<file path="config.mk">
export PLATFORM = sky130hd
export DESIGN_NAME = pixel_stream_source
export DESIGN_NICKNAME = d
export VERILOG_FILES = /design/src/rtl/pixel_stream_source.sv
export SDC_FILE = /design/constraint.sdc
export NUM_CORES = 1
export LEC_CHECK = 0
export BUFFER_PORTS_ARGS = -buffer_cell sky130_fd_sc_hd__buf_2
export CAP_MARGIN = 20
export CORE_ASPECT_RATIO = 1.2
export CORE_UTILIZATION = 30
export CTS_BUF_LIST = sky130_fd_sc_hd__clkbuf_8
export DETAILED_ROUTE_END_ITERATION = 16
export PLACE_DENSITY = 0.57
export SLEW_MARGIN = 20
export SYNTH_ARGS = -nofsm -noshare
export SYNTH_HDL_FRONTEND = slang
export SYNTH_SLANG_ARGS = --single-unit
export TNS_END_PERCENT = 5
</file>
<file path="constraint.sdc">
create_clock -name clk -period 5.1 [get_ports clk]
set_clock_uncertainty 0.2 [all_clocks]
set_input_delay 1.02 -clock clk [delete_from_list [all_inputs] [get_ports clk]]
set_output_delay 1.02 -clock clk [all_outputs]
set_load 0.02 [all_outputs]
</file>
<file path="src/rtl/pixel_stream_source.sv">
// pixel_stream_source: streams one IMG_W x IMG_H frame from a frame buffer
// in raster order, in response to a one-cycle start request.
// Ports:
//   clk, rst        clock and asynchronous active-high reset
//   start           one-cycle request to stream a frame (honoured in IDLE only)
//   stall           downstream cannot accept the presented pixel this cycle
//   mem_rd/mem_addr registered read strobe and linear read address
//   mem_data        RGB444 read data, valid the cycle after mem_rd
//   pixel_out       presented RGB444 pixel (head of a 2-entry FIFO)
//   out_ready       pixel_out is valid; a transfer happens when stall=0
//   sof/eol/eof     position flags of the presented pixel
//   busy/done       frame in progress / one-cycle end-of-frame pulse
module pixel_stream_source #(
  parameter int unsigned IMG_W  = 640,
  parameter int unsigned IMG_H  = 480,
  parameter int unsigned ADDR_W = 19
) (
  input  logic              clk,
  input  logic              rst,
  input  logic              start,
  input  logic              stall,
  output logic              mem_rd,
  output logic [ADDR_W-1:0] mem_addr,
  input  logic [11:0]       mem_data,
  output logic [11:0]       pixel_out,
  output logic              out_ready,
  output logic              sof,
  output logic              eol,
  output logic              eof,
  output logic              busy,
  output logic              done
);

  localparam int unsigned NPIX = IMG_W * IMG_H;
  localparam int unsigned CW   = ADDR_W + 1;
  localparam int unsigned XW   = (IMG_W > 1) ? $clog2(IMG_W) : 1;
  localparam int unsigned YW   = (IMG_H > 1) ? $clog2(IMG_H) : 1;
  localparam int unsigned PW   = 12;

  typedef enum logic [1:0] {
    S_IDLE = 2'd0,
    S_RUN  = 2'd1,
    S_DONE = 2'd2
  } state_t;

  state_t            state_q, state_d;
  logic [CW-1:0]     addr_q, addr_d;
  logic              mem_rd_q, mem_rd_d;
  logic [ADDR_W-1:0] mem_addr_q, mem_addr_d;
  logic              rd_vld_q, rd_vld_d;
  logic [PW-1:0]     head_q, head_d;
  logic [PW-1:0]     tail_q, tail_d;
  logic [1:0]        cnt_q, cnt_d;
  logic              rdy_q, rdy_d;
  logic [XW-1:0]     x_q, x_d;
  logic [YW-1:0]     y_q, y_d;
  logic              sof_q, sof_d;
  logic              eol_q, eol_d;
  logic              eof_q, eof_d;
  logic              busy_q, busy_d;
  logic              done_q, done_d;

  logic              xfer;
  logic              go_run;
  logic              issue;
  logic [2:0]        occ;

  // A transfer depends only on registered out_ready and the stall input.
  assign xfer   = rdy_q & ~stall;
  assign go_run = (state_q == S_IDLE) & start;

  // FSM state register
  always_ff @(posedge clk or posedge rst) begin
    if (rst) state_q <= S_IDLE;
    else     state_q <= state_d;
  end

  // FSM next state; start is only looked at in IDLE
  always_comb begin
    state_d = state_q;
    unique case (state_q)
      S_IDLE:  if (start) state_d = S_RUN;
      S_RUN:   if (xfer && eof_q) state_d = S_DONE;
      S_DONE:  state_d = S_IDLE;
      default: state_d = S_IDLE;
    endcase
  end

  // FSM outputs, registered from the next state
  always_comb begin
    busy_d = (state_d == S_RUN);
    done_d = (state_d == S_DONE);
  end

  // Read issue. Every read already committed (in FIFO, strobed, or returning
  // now) must have a slot even if stall never drops, so the total is capped at 2.
  always_comb begin
    occ        = 3'(cnt_q) + 3'(mem_rd_q) + 3'(rd_vld_q) - 3'(xfer);
    issue      = (state_q == S_RUN) && (addr_q < CW'(NPIX)) && (occ < 3'd2);
    mem_rd_d   = issue;
    mem_addr_d = mem_addr_q;
    addr_d     = addr_q;
    rd_vld_d   = mem_rd_q;
    if (go_run) begin
      addr_d = '0;
    end else if (issue) begin
      mem_addr_d = addr_q[ADDR_W-1:0];
      addr_d     = addr_q + CW'(1);
    end
  end

  // 2-entry FIFO; head_q is the presented pixel and only moves on a transfer
  always_comb begin
    head_d = head_q;
    tail_d = tail_q;
    cnt_d  = cnt_q + 2'(rd_vld_q) - 2'(xfer);
    unique case (cnt_q)
      2'd0: begin
        if (rd_vld_q) head_d = mem_data;
      end
      2'd1: begin
        if (rd_vld_q && xfer)  head_d = mem_data;
        else if (rd_vld_q)     tail_d = mem_data;
      end
      2'd2: begin
        if (xfer) begin
          head_d = tail_q;
          if (rd_vld_q) tail_d = mem_data;
        end
      end
      default: begin
        head_d = head_q;
      end
    endcase
  end

  // Raster position of the presented pixel and its qualified flags
  always_comb begin
    x_d = x_q;
    y_d = y_q;
    if (go_run) begin
      x_d = '0;
      y_d = '0;
    end else if (xfer) begin
      if (x_q == XW'(IMG_W - 1)) begin
        x_d = '0;
        y_d = (y_q == YW'(IMG_H - 1)) ? '0 : y_q + YW'(1);
      end else begin
        x_d = x_q + XW'(1);
      end
    end
    rdy_d = (cnt_d != 2'd0);
    sof_d = rdy_d && (x_d == '0) && (y_d == '0);
    eol_d = rdy_d && (x_d == XW'(IMG_W - 1));
    eof_d = eol_d && (y_d == YW'(IMG_H - 1));
  end

  // Datapath and output registers
  always_ff @(posedge clk or posedge rst) begin
    if (rst) begin
      addr_q     <= '0;
      mem_rd_q   <= 1'b0;
      mem_addr_q <= '0;
      rd_vld_q   <= 1'b0;
      head_q     <= '0;
      tail_q     <= '0;
      cnt_q      <= '0;
      rdy_q      <= 1'b0;
      x_q        <= '0;
      y_q        <= '0;
      sof_q      <= 1'b0;
      eol_q      <= 1'b0;
      eof_q      <= 1'b0;
      busy_q     <= 1'b0;
      done_q     <= 1'b0;
    end else begin
      addr_q     <= addr_d;
      mem_rd_q   <= mem_rd_d;
      mem_addr_q <= mem_addr_d;
      rd_vld_q   <= rd_vld_d;
      head_q     <= head_d;
      tail_q     <= tail_d;
      cnt_q      <= cnt_d;
      rdy_q      <= rdy_d;
      x_q        <= x_d;
      y_q        <= y_d;
      sof_q      <= sof_d;
      eol_q      <= eol_d;
      eof_q      <= eof_d;
      busy_q     <= busy_d;
      done_q     <= done_d;
    end
  end

  assign mem_rd    = mem_rd_q;
  assign mem_addr  = mem_addr_q;
  assign pixel_out = head_q;
  assign out_ready = rdy_q;
  assign sof       = sof_q;
  assign eol       = eol_q;
  assign eof       = eof_q;
  assign busy      = busy_q;
  assign done      = done_q;

endmodule

</file>
Word-level counts from Yosys, hierarchy flattened --
Cells that the tools add are included.
Storage, ports and cells: bits in registers 94, input bits 16, output and inout bits 38, word-level logic and storage cells 82
Cells by class: $add $sub $neg 8, order comparisons 2, equal/unequal tests 13, muxes and demuxes 20, bitwise operators 4, reduce and logical (&&, ||, !) cells 19
Operator list (number):
- $mux 12 | 6
- $mux 20 | 2
- $mux 9 | 4
- $pmux 12 s3 | 1
- $mux 10 | 3
- $pmux 12 s2 | 1
- $add 20x1->20 const B | 1
- $eq 10x10->1 const B | 2
- $lt 20x19->1 const B | 1
- $eq 9x9->1 const B | 2
- $add 10x1->10 const B | 1
- $logic_not 10->1 | 1
- $add 9x1->9 const B | 1
- $logic_not 9->1 | 1
- $logic_and 1x1->1 | 8
- $ne 2x2->1 const B | 4
- $eq 2x1->1 const B | 3
- $reduce_bool 2->1 | 3
- $eq 2x2->1 const B | 2
- $logic_not 2->1 | 2
- $mux 2 | 2
- $pmux 2 s2 | 1
- $reduce_and 4->1 | 1
- $add 2x1->3 | 1
- other kinds (10) | 12

Longest topological paths before layout --
Gate-level depths: netlist of run 1.
depth after elaboration 7, gate-level depth with buffers 14, depth with buffers taken out 13

Worst setup path before layout of run 1 --
No wires, ideal clock.
path kind in2reg, from input port stall, to register addr_q[14], data arrival time 3.998 ns, slack 0.771 ns, cell stages on the path 12, buffers on the path 0, cells stage by stage nand2b_1 -> inv_2 -> ha_1 -> inv_1 -> ha_1 -> a21o_1 -> fa_1 -> or4_4 -> a2111o_4 -> nor4_4 -> xnor2_1 -> nor2_1
On the way: cells in the longest elaborated chain, start to end 6
Ends and longest elaborated chain:
- start, declared | RTL line 21 | input logic stall,
- $not 1->1 | RTL line 69 | assign xfer = rdy_q & ~stall;
- $and 1x1->1 | RTL line 69
- $sub 3x1->3 | RTL line 98 | occ = 3'(cnt_q) + 3'(mem_rd_q) + 3'(rd_vld_q) - 3'(xfer);
- $lt 3x2->1 | RTL line 99 | issue = (state_q == S_RUN) && (addr_q < CW'(NPIX)) && (occ < 3'd2);
- $logic_and 1x1->1 | RTL line 99
- $reduce_bool 2->1 (no source line)
- end signal, assigned | RTL line 177 | addr_q <= addr_d;
- end, declared | RTL line 47 | logic [CW-1:0] addr_q, addr_d;
No other way between the ends. A chain may end at the register's enable or synchronous reset.

Worst setup path in the final report of run 1 --
from input port stall, to register addr_q[6]
Same word-level chain as after synthesis.

==> flow_summary.rst, run 1 <==
.. list-table::
   :header-rows: 1

   * - Metric
     - Value
   * - Filler cell count
     - 1560
   * - Setup-failing EPs final
     - 0
   * - Worst path required time
     - 5.19 ns
   * - Worst vdd rail ir drop
     - 0.285 mV
   * - Share of the cycle needed by the critical path after routing
     - 83.5%
   * - Root Driver
     - clkbuf_8
   * - Kind of path behind the tightest hold check
     - reg2reg
   * - Post-CTS Setup Bufs
     - 0
   * - Async set or reset register ratio after synthesis
     - 100%
   * - Sequential-to-total area share from yosys stat
     - 51.2%
   * - Count of yosys warnings during synthesis
     - 0
   * - Outcome
     - finished clean
   * - Post-synth net total
     - 449
   * - Placer congestion estimate
     - 0.833
   * - Start of the worst register-to-register path
     - out_ready
   * - CP Launch Type
     - primary input
   * - Startpoint of the most critical setup path
     - stall
   * - Number of failing hold endpoints at the final stage
     - 0
   * - Worst-path maximum fanout
     - 11
   * - Relative slew margins
     - 35.9%
   * - Number of buffers between clock root and the deepest sink
     - 2
   * - Hold Crit Start
     - mem_rd
   * - TritonCTS clock tree
     - yes
   * - Number of nets with antenna violations after detailed routing
     - 0
   * - RSZ-0062 raised after global routing
     - false
   * - Die width
     - 115 µm
   * - Total wire length after detailed routing
     - 9570 µm
   * - Pins Over Slew Limit
     - 0
   * - Cell with the biggest individual delay on the critical path
     - or4_4
   * - Area enclosed by the die boundary
     - 15800 µm²
   * - Std-Cell Rows
     - 49
   * - Post-layout nets
     - 501
   * - Slack of the critical path
     - 0.843 ns
   * - Final total negative setup slack
     - 0 ns
   * - Most frequent cell on the critical path
     - ha_1
   * - Total CTS buffers
     - 9
   * - Average instance area after synthesis
     - 10.8 µm²
   * - Cell types with the largest area share after synthesis
     - dfrtp_1 51%, mux2_2 7.8%, nor2_1 4.0%
   * - R2R cell count
     - 11
   * - Biggest cell delay along the critical path
     - 0.57 ns
   * - Total I/O pin count
     - 54
   * - Highest attainable clock frequency
     - 235 MHz
   * - Arrival time of the worst setup path
     - 4.35 ns
   * - PnR Total Power
     - 2.69 mW
   * - DP HPWL
     - 6760 µm
   * - Initial cell density of the core
     - 30.7%
   * - Vias/cell
     - 4.78
   * - Post-cts repair resize count
     - 0
   * - Post-layout min period
     - 4.26 ns
   * - GRT Overall Usage
     - 13.2%
   * - Pin count of the biggest net entering global routing
     - 71
   * - DRC marker count from the first detailed-route iteration
     - 178
   * - Core area
     - 15000 µm²
   * - Post-synth EDFFs
     - 0
   * - Setup slack after placement
     - 0.449 ns
   * - WL/cell
     - 14.0 µm
   * - Congestion Overflow GR
     - 0
   * - Critical path endpoint category
     - register
   * - Number of cells on the critical path
     - 12
   * - Port buffer count
     - 53
   * - Vias in the first global route
     - 3235
   * - Synthesized instance count
     - 424
   * - Clock latency on the worst-skew pair
     - 0.37 ns
   * - Die H
     - 138 µm
   * - Initial antenna violation count
     - 0
   * - Leak Pwr
     - 2.51 nW
   * - Worst Max-Slew Pin Slew
     - 0.962 ns
   * - Critical path type
     - in2reg
   * - Series of cell instances along the critical path
     - buf_2 -> nand2b_1 -> inv_2 -> ha_1 -> inv_1 -> ha_1 -> a21o_1 -> fa_1 -> or4_4 -> a2111o_4 -> or3_1 -> a21oi_1
   * - First-pass GRT wire length
     - 16100 µm
   * - Fraction of layout instances using a drive strength above 1
     - 24.5%
   * - Post-synth top area share
     - 51.2%
   * - Remaining DRCs
     - 0
   * - # clock sinks
     - 94
   * - 1st-pass router iterations
     - 4
   * - Flops & latches, synth
     - 94
   * - Critical path's top delay family
     - simple AND/OR/NAND/NOR gates
   * - Count of buffer and inverter cells on the critical path
     - 3
   * - Most used DFF post-synth
     - dfrtp_1
   * - Total inserted antenna cells
     - 0
   * - Area grow syn2layout
     - 14.9%
   * - Area leader, netlist
     - dfrtp_1
   * - # Max-Cap Violations
     - 0
   * - Synth cell types
     - 57
   * - Worst Hold Depth
     - 0
   * - Hold-fix buffer count after cts
     - 0
   * - Total number of H-tree levels
     - 3
   * - Power density over cell area
     - 510 nW/µm²
   * - Overall via count from detail_route
     - 3274
   * - Worst-path clk slew
     - 0.10 ns
   * - Syn Std Cell Area
     - 4590 µm²
-- cell usage after synthesis (11+ instances only) --
cell / count
nand3_1: 20
xor2_1: 14
o21ai_0: 11
nor3_1: 12
a21oi_1: 18
mux2_2: 32
inv_1: 14
mux2i_1: 14
nand2_1: 28
xnor2_1: 15
dfrtp_1: 94
nor2_1: 49
-- registers in the layout (all words and copies together) (netlist names) --
name	count
addr_q	20
mem_addr	19
pixel_out	12
tail_q	12
x_q	10
y_q	9
cnt_q	2
state_q	2
busy	1
done	1
eof	1
eol	1
mem_rd	1
out_ready	1
rd_vld_q	1
sof	1
-- through the flow --
| step | area, µm² | hold WS, ns | instances | utilization, % |
|---|---|---|---|---|
| detailed placement | 5080 | 0.197 | 669 | 34.0 |
| global placement | 5080 | 0.204 | 669 | 34.0 |
| CTS | 5270 | 0.220 | 685 | 35.2 |
| floorplan | 4590 | 0.255 | 424 | - |
| finish | 5280 | 0.222 | 685 | 35.3 |
| global route | 5280 | 0.231 | 685 | 35.3 |
-- power breakdown --
group / total (mW) / switching (mW) / internal [mW]
combinational: 1.12 / 0.611 / 0.507
sequential: 1.09 / 0.157 / 0.936
clock: 0.479 / 0.281 / 0.199
-- cell families (layout without fill, tap and decap cells) --
group                      after synthesis  in the layout  share of synthesized area, %
adders and majority gates                9              9                          2.62
xor gates and xnor gates                30             30                          6.05
buffers and inverters                   31             88                          2.83
and+or+nand+nor                        159            159                          18.1
muxes                                   46             46                          10.9
DFF                                     94             94                          51.2
AOI/OAI and AO/OA                       55             55                          8.25
-- cells in the final DEF, fill, tap and decap left out, types with 2 or more instances in the layout --
cell type  count
and4b_1        2
inv_1         13
a31oi_1        4
nand3_1       20
buf_4          4
xnor2_1       15
nor4_1         2
xor2_1        14
nor3_1        12
nor2b_1        3
or3_1          5
and2_1         4
o31ai_1        2
mux2_2        32
nand4_1        5
a21oi_1       18
ha_1           8
nand3b_1       3
nand2_1       28
inv_6          4
nand2b_1       4
and4_1         5
o21ai_0       10
buf_2         53
mux2i_1       14
dfrtp_1       94
and3_1         5
o22ai_1        3
a21o_1         2
nor2_1        49
nor4bb_1       3
clkbuf_8      10
o21a_1         2
-- layer usage --
layer  global-route usage (%)  part of all wire, %  vias to the layer above
li1                         -                    -                     1600
met1                     17.5                   47                     1606
met2                     20.6                   47                       60
met3                     3.17                  4.3                        8
met4                     5.41                  1.3                        0
met5                        0                    0                        -
-- worst paths after layout --
kind | endpoint | slack [ns]
max in group asynchronous | addr_q[5] | 3.22
min reg2reg | rd_vld_q | 0.22
max | addr_q[6] | 0.84
min in group asynchronous | mem_addr[14] | 0.63
max reg2reg | addr_q[6] | 1.20
min | rd_vld_q | 0.22
-- cell type report --
cell class	count	area [µm²]	share of cell area, %
Tap cell	204	255	4.84
Sequential cell	94	2350	44.6
Clock inverter	6	51.3	0.972
Multi-Input combinational cell	299	2130	40.3
Inverter	15	58.8	1.11
Timing Repair Buffer	57	295	5.60
Clock buffer	10	138	2.61
No activity file was read; power rests on OpenSTA's default activity.
==> inputs of run 2 (changes only) <==
--- a/config.mk
+++ b/config.mk
@@ -5,13 +5,14 @@
 export SDC_FILE = /design/constraint.sdc
 export NUM_CORES = 1
 export LEC_CHECK = 0
+export ABC_AREA = 1
 export BUFFER_PORTS_ARGS = -buffer_cell sky130_fd_sc_hd__buf_2
 export CAP_MARGIN = 20
 export CORE_ASPECT_RATIO = 1.2
 export CORE_UTILIZATION = 30
 export CTS_BUF_LIST = sky130_fd_sc_hd__clkbuf_8
 export DETAILED_ROUTE_END_ITERATION = 16
-export PLACE_DENSITY = 0.57
+export PLACE_DENSITY = 0.56
 export SLEW_MARGIN = 20
 export SYNTH_ARGS = -nofsm -noshare
 export SYNTH_HDL_FRONTEND = slang
==> constraint.sdc (replaced) <==
create_clock -name clk -period 4.3 [get_ports clk]
set_clock_uncertainty 0.2 [all_clocks]
set_input_delay 0.86 -clock clk [delete_from_list [all_inputs] [get_ports clk]]
set_output_delay 0.86 -clock clk [all_outputs]
set_load 0.02 [all_outputs]
==> run 2 against run 1 <==
Final cell count grew 26%. Global-route usage increased by 0.60 points. Synthesized cell count increased by 42%. Combinational power rose by 28%. Total power grew 26%. Design area up 5.3%. Critical path type unchanged.
==> flow_summary.rst, run 2 <==
.. list-table::
   :header-rows: 1

   * - Metric
     - Value
   * - Synth cell types
     - 36 (-37%)
   * - Global routing met2 resource utilization
     - 22.2% (+1.6 points)
   * - Std-Cell Rows
     - 50 (+2.0%)
   * - Worst vdd rail ir drop
     - 0.247 mV (-13%)
   * - Post-synth EDFFs
     - 0 (unchanged)
   * - Area enclosed by the die boundary
     - 16800 µm² (+6.3%)
   * - Total inserted antenna cells
     - 0 (unchanged)
   * - Worst path required time
     - 4.41 ns (-0.78 ns)
   * - DP HPWL
     - 8010 µm (+18%)
   * - Commonest cells in the netlist
     - 147 x nand2_1, 94 x dfrtp_1, 80 x inv_1
   * - Area post-placement
     - 5360 µm² (+5.4%)
   * - Setup-failing EPs final
     - 0 (unchanged)
   * - Congestion Overflow GR
     - 0 (unchanged)
   * - # Max-Cap Violations
     - 0 (unchanged)
   * - Initial antenna violation count
     - 0 (unchanged)
   * - Fraction of layout instances using a drive strength above 1
     - 18.1% (-6.4 points)
   * - Final total negative setup slack
     - 0 ns (unchanged)
   * - Number of nets with antenna violations after detailed routing
     - 0 (unchanged)
   * - Sequential-to-total area share from yosys stat
     - 48.1% (-3.1 points)
   * - Area grow syn2layout
     - 13.7%
   * - Filler cell count
     - 1696 (+8.7%)
   * - Count of yosys warnings during synthesis
     - 0 (unchanged)
   * - Leak Pwr
     - 2.82 nW (+12%)
   * - Overall via count from detail_route
     - 3889 (+19%)
   * - DRC marker count from the first detailed-route iteration
     - 254 (+43%)
   * - Top register by number of flip-flops
     - addr_q
   * - Arrival time of the worst setup path
     - 3.49 ns (-0.86 ns)
   * - Most frequent cells in the layout
     - 147 x nand2_1, 94 x dfrtp_1, 79 x inv_1, 74 x nor2_1, 53 x buf_2
   * - Critical path endpoint category
     - register
   * - Critical path type
     - in2reg
   * - Met3 Use GR
     - 3.22% (+0.048 points)
   * - Root Driver
     - clkbuf_8
   * - Average instance area after synthesis
     - 8.14 µm² (-25%)
   * - Remaining DRCs
     - 0 (unchanged)
   * - Total wire length after detailed routing
     - 10900 µm (+14%)
   * - 1st-pass router iterations
     - 5 (+1)
   * - Die H
     - 142 µm (+3.1%)
   * - CP Launch Type
     - primary input
   * - Total number of H-tree levels
     - 3 (unchanged)
   * - Outcome
     - finished clean
   * - Relative slew margins
     - 37.9% (+2.0 points)
   * - Synthesized instance count
     - 600 (+42%)
   * - Share of the cycle needed by the critical path after routing
     - 78.6%
   * - Vias/cell
     - 4.50 (-5.9%)
   * - Number of buffers between clock root and the deepest sink
     - 2 (unchanged)
   * - Clock latency on the worst-skew pair
     - 0.40 ns (+0.03 ns)
   * - RSZ-0062 raised after global routing
     - false
   * - Number of flip-flops under the largest register name
     - 20 (unchanged)
   * - Post-CTS Setup Bufs
     - 0 (unchanged)
   * - Vias in the first global route
     - 3748 (+16%)
   * - Highest attainable clock frequency
     - 296 MHz
   * - Post-synth net total
     - 625 (+39%)
   * - Most crowded layer after global routing
     - met2
   * - Hold-fix buffer count after cts
     - 0 (unchanged)
   * - Post-Layout Inst Area
     - 5560 µm² (+5.3%)
   * - Kind of path behind the tightest hold check
     - reg2reg
   * - # clock sinks
     - 94 (unchanged)
   * - Cell types with the largest area share after synthesis
     - dfrtp_1 48%, nand2_1 11%, inv_1 6.1%
   * - Post-layout nets
     - 677 (+35%)
   * - Top-count cell post-synth
     - nand2_1
   * - Count of non-filler cells in the finished layout
     - 865 (+26%)
   * - R2R cell count
     - 14 (+3)
   * - Die width
     - 119 µm (+3.1%)
   * - Fraction of the core area covered by cells at the end of the flow
     - 35.2% (about the same)
   * - Number of failing hold endpoints at the final stage
     - 0 (unchanged)
   * - Initial cell density of the core
     - 31.0% (+0.29 points)
   * - Worst-path maximum fanout
     - 13 (+2)
   * - Syn Std Cell Area
     - 4890 µm² (+6.4%)
   * - First-pass GRT wire length
     - 18300 µm (+14%)
   * - Power density over cell area
     - 608 nW/µm² (+19%)
   * - Post-layout min period
     - 3.38 ns
   * - Core area
     - 15800 µm² (+5.4%)
   * - Flops & latches, synth
     - 94 (unchanged)
   * - Most common library cell in the layout ignoring fill and taps
     - nand2_1
   * - Post-synth top area share
     - 48.1% (-3.1 points)
   * - Dpl cells
     - 849 (+27%)
   * - Worst-path clk slew
     - 0.10 ns (about the same)
   * - Post-cts repair resize count
     - 0 (unchanged)
   * - GRT Overall Usage
     - 13.8% (+0.60 points)
   * - Global routing usage on met1
     - 18.0% (+0.49 points)
   * - Area leader, netlist
     - dfrtp_1
   * - Worst Max-Slew Pin Slew
     - 0.932 ns (-0.0297 ns)
   * - Most used DFF post-synth
     - dfrtp_1
   * - TritonCTS clock tree
     - yes
   * - Total I/O pin count
     - 54 (unchanged)
   * - Async set or reset register ratio after synthesis
     - 100% (unchanged)
   * - Pins Over Slew Limit
     - 0 (unchanged)
   * - Total CTS buffers
     - 9 (unchanged)
   * - Worst Hold Depth
     - 0 (unchanged)
   * - Pin count of the biggest net entering global routing
     - 42 (-41%)
   * - WL/cell
     - 12.6 µm (-9.6%)
   * - Placer congestion estimate
     - 0.836 (+0.35%)
   * - Port buffer count
     - 53 (unchanged)
==> run 2: cell types whose count changed after synthesis, sizes merged, moves of 15 or more <==
cell / delta
nand2: +129
a21oi: -15
inv: +71
nor2: +31
mux2: -20
o21ai: +17
nand3: +30
==> run 2: path summary, 6_finish.rpt <==
check | to | start | slack (ns)
max | addr_q[10] | stall | 0.92
min | rd_vld_q | mem_rd | 0.24
max reg2reg | addr_q[10] | out_ready | 1.04
min reg2reg | rd_vld_q | mem_rd | 0.24
max in group asynchronous | busy | rst | 2.81
min in group asynchronous | pixel_out[11] | rst | 0.29
==> run 2: layer usage <==
layer | routed length (µm) | vias to the layer above | share of wire (%)
met5 | 0 | - | 0
met1 | 5300 | 1797 | 49
met2 | 5060 | 60 | 46
met3 | 400 | 14 | 3.7
li1 | - | 2018 | -
met4 | 157 | 0 | 1.4
==> run 2: report_power, final <==
group	leakage, nW	internal, mW	switching [mW]	total, mW
combinational	1.52	0.483	0.945	1.43
clock	0.0985	0.230	0.374	0.604
sequential	1.20	1.15	0.191	1.35
total	2.82	1.87	1.51	3.38
==> run 2: cell type report <==
type / count / area, µm² / share of cell area (%)
well taps: 208 / 260 / 4.68
multi-input cells: 402 / 2110 / 38.0
inverters: 86 / 325 / 5.86
flip-flops and latches: 94 / 2350 / 42.3
repair buffers: 59 / 310 / 5.59
clock buffers: 9 / 124 / 2.23
clock inverters: 7 / 75.1 / 1.35
==> run 2: critical path, cell delays in order <==
cell,delay [ns]
buf_2,0.13
nor2_8,0.20
ha_1,0.26
inv_1,0.05
ha_1,0.21
a21o_1,0.19
fa_1,0.43
nor4_1,0.30
nand2_1,0.15
inv_1,0.35
nand2_1,0.11
nand2_1,0.07
nand2_1,0.04
a21oi_1,0.13
==> run 2: kinds of logic (layout without fill, tap and decap cells) <==
logic type / Yosys count / after routing / share of synthesized area, %
multiplexers: 12 / 12 / 2.77
buffers and inverters: 104 / 161 / 8.71
flip-flops: 94 / 94 / 48.1
XOR/XNOR: 11 / 11 / 1.97
adder cells (fa/ha/maj): 9 / 9 / 2.46
AO/OA/AOI/OAI: 52 / 52 / 6.45
AND/OR/NAND/NOR: 318 / 318 / 29.5
==> run 2: metrics by stage <==
| stage | setup WS [ns] | hold slack (ns) | power (mW) |
|---|---|---|---|
| global placement | 0.571 | 0.249 | 2.81 |
| global route | 0.722 | 0.249 | 3.66 |
| CTS | 0.914 | 0.239 | 3.43 |
| finish | 0.922 | 0.241 | 3.38 |
| floorplan | 0.791 | 0.273 | 2.46 |
| detailed placement | 0.503 | 0.231 | 2.82 |
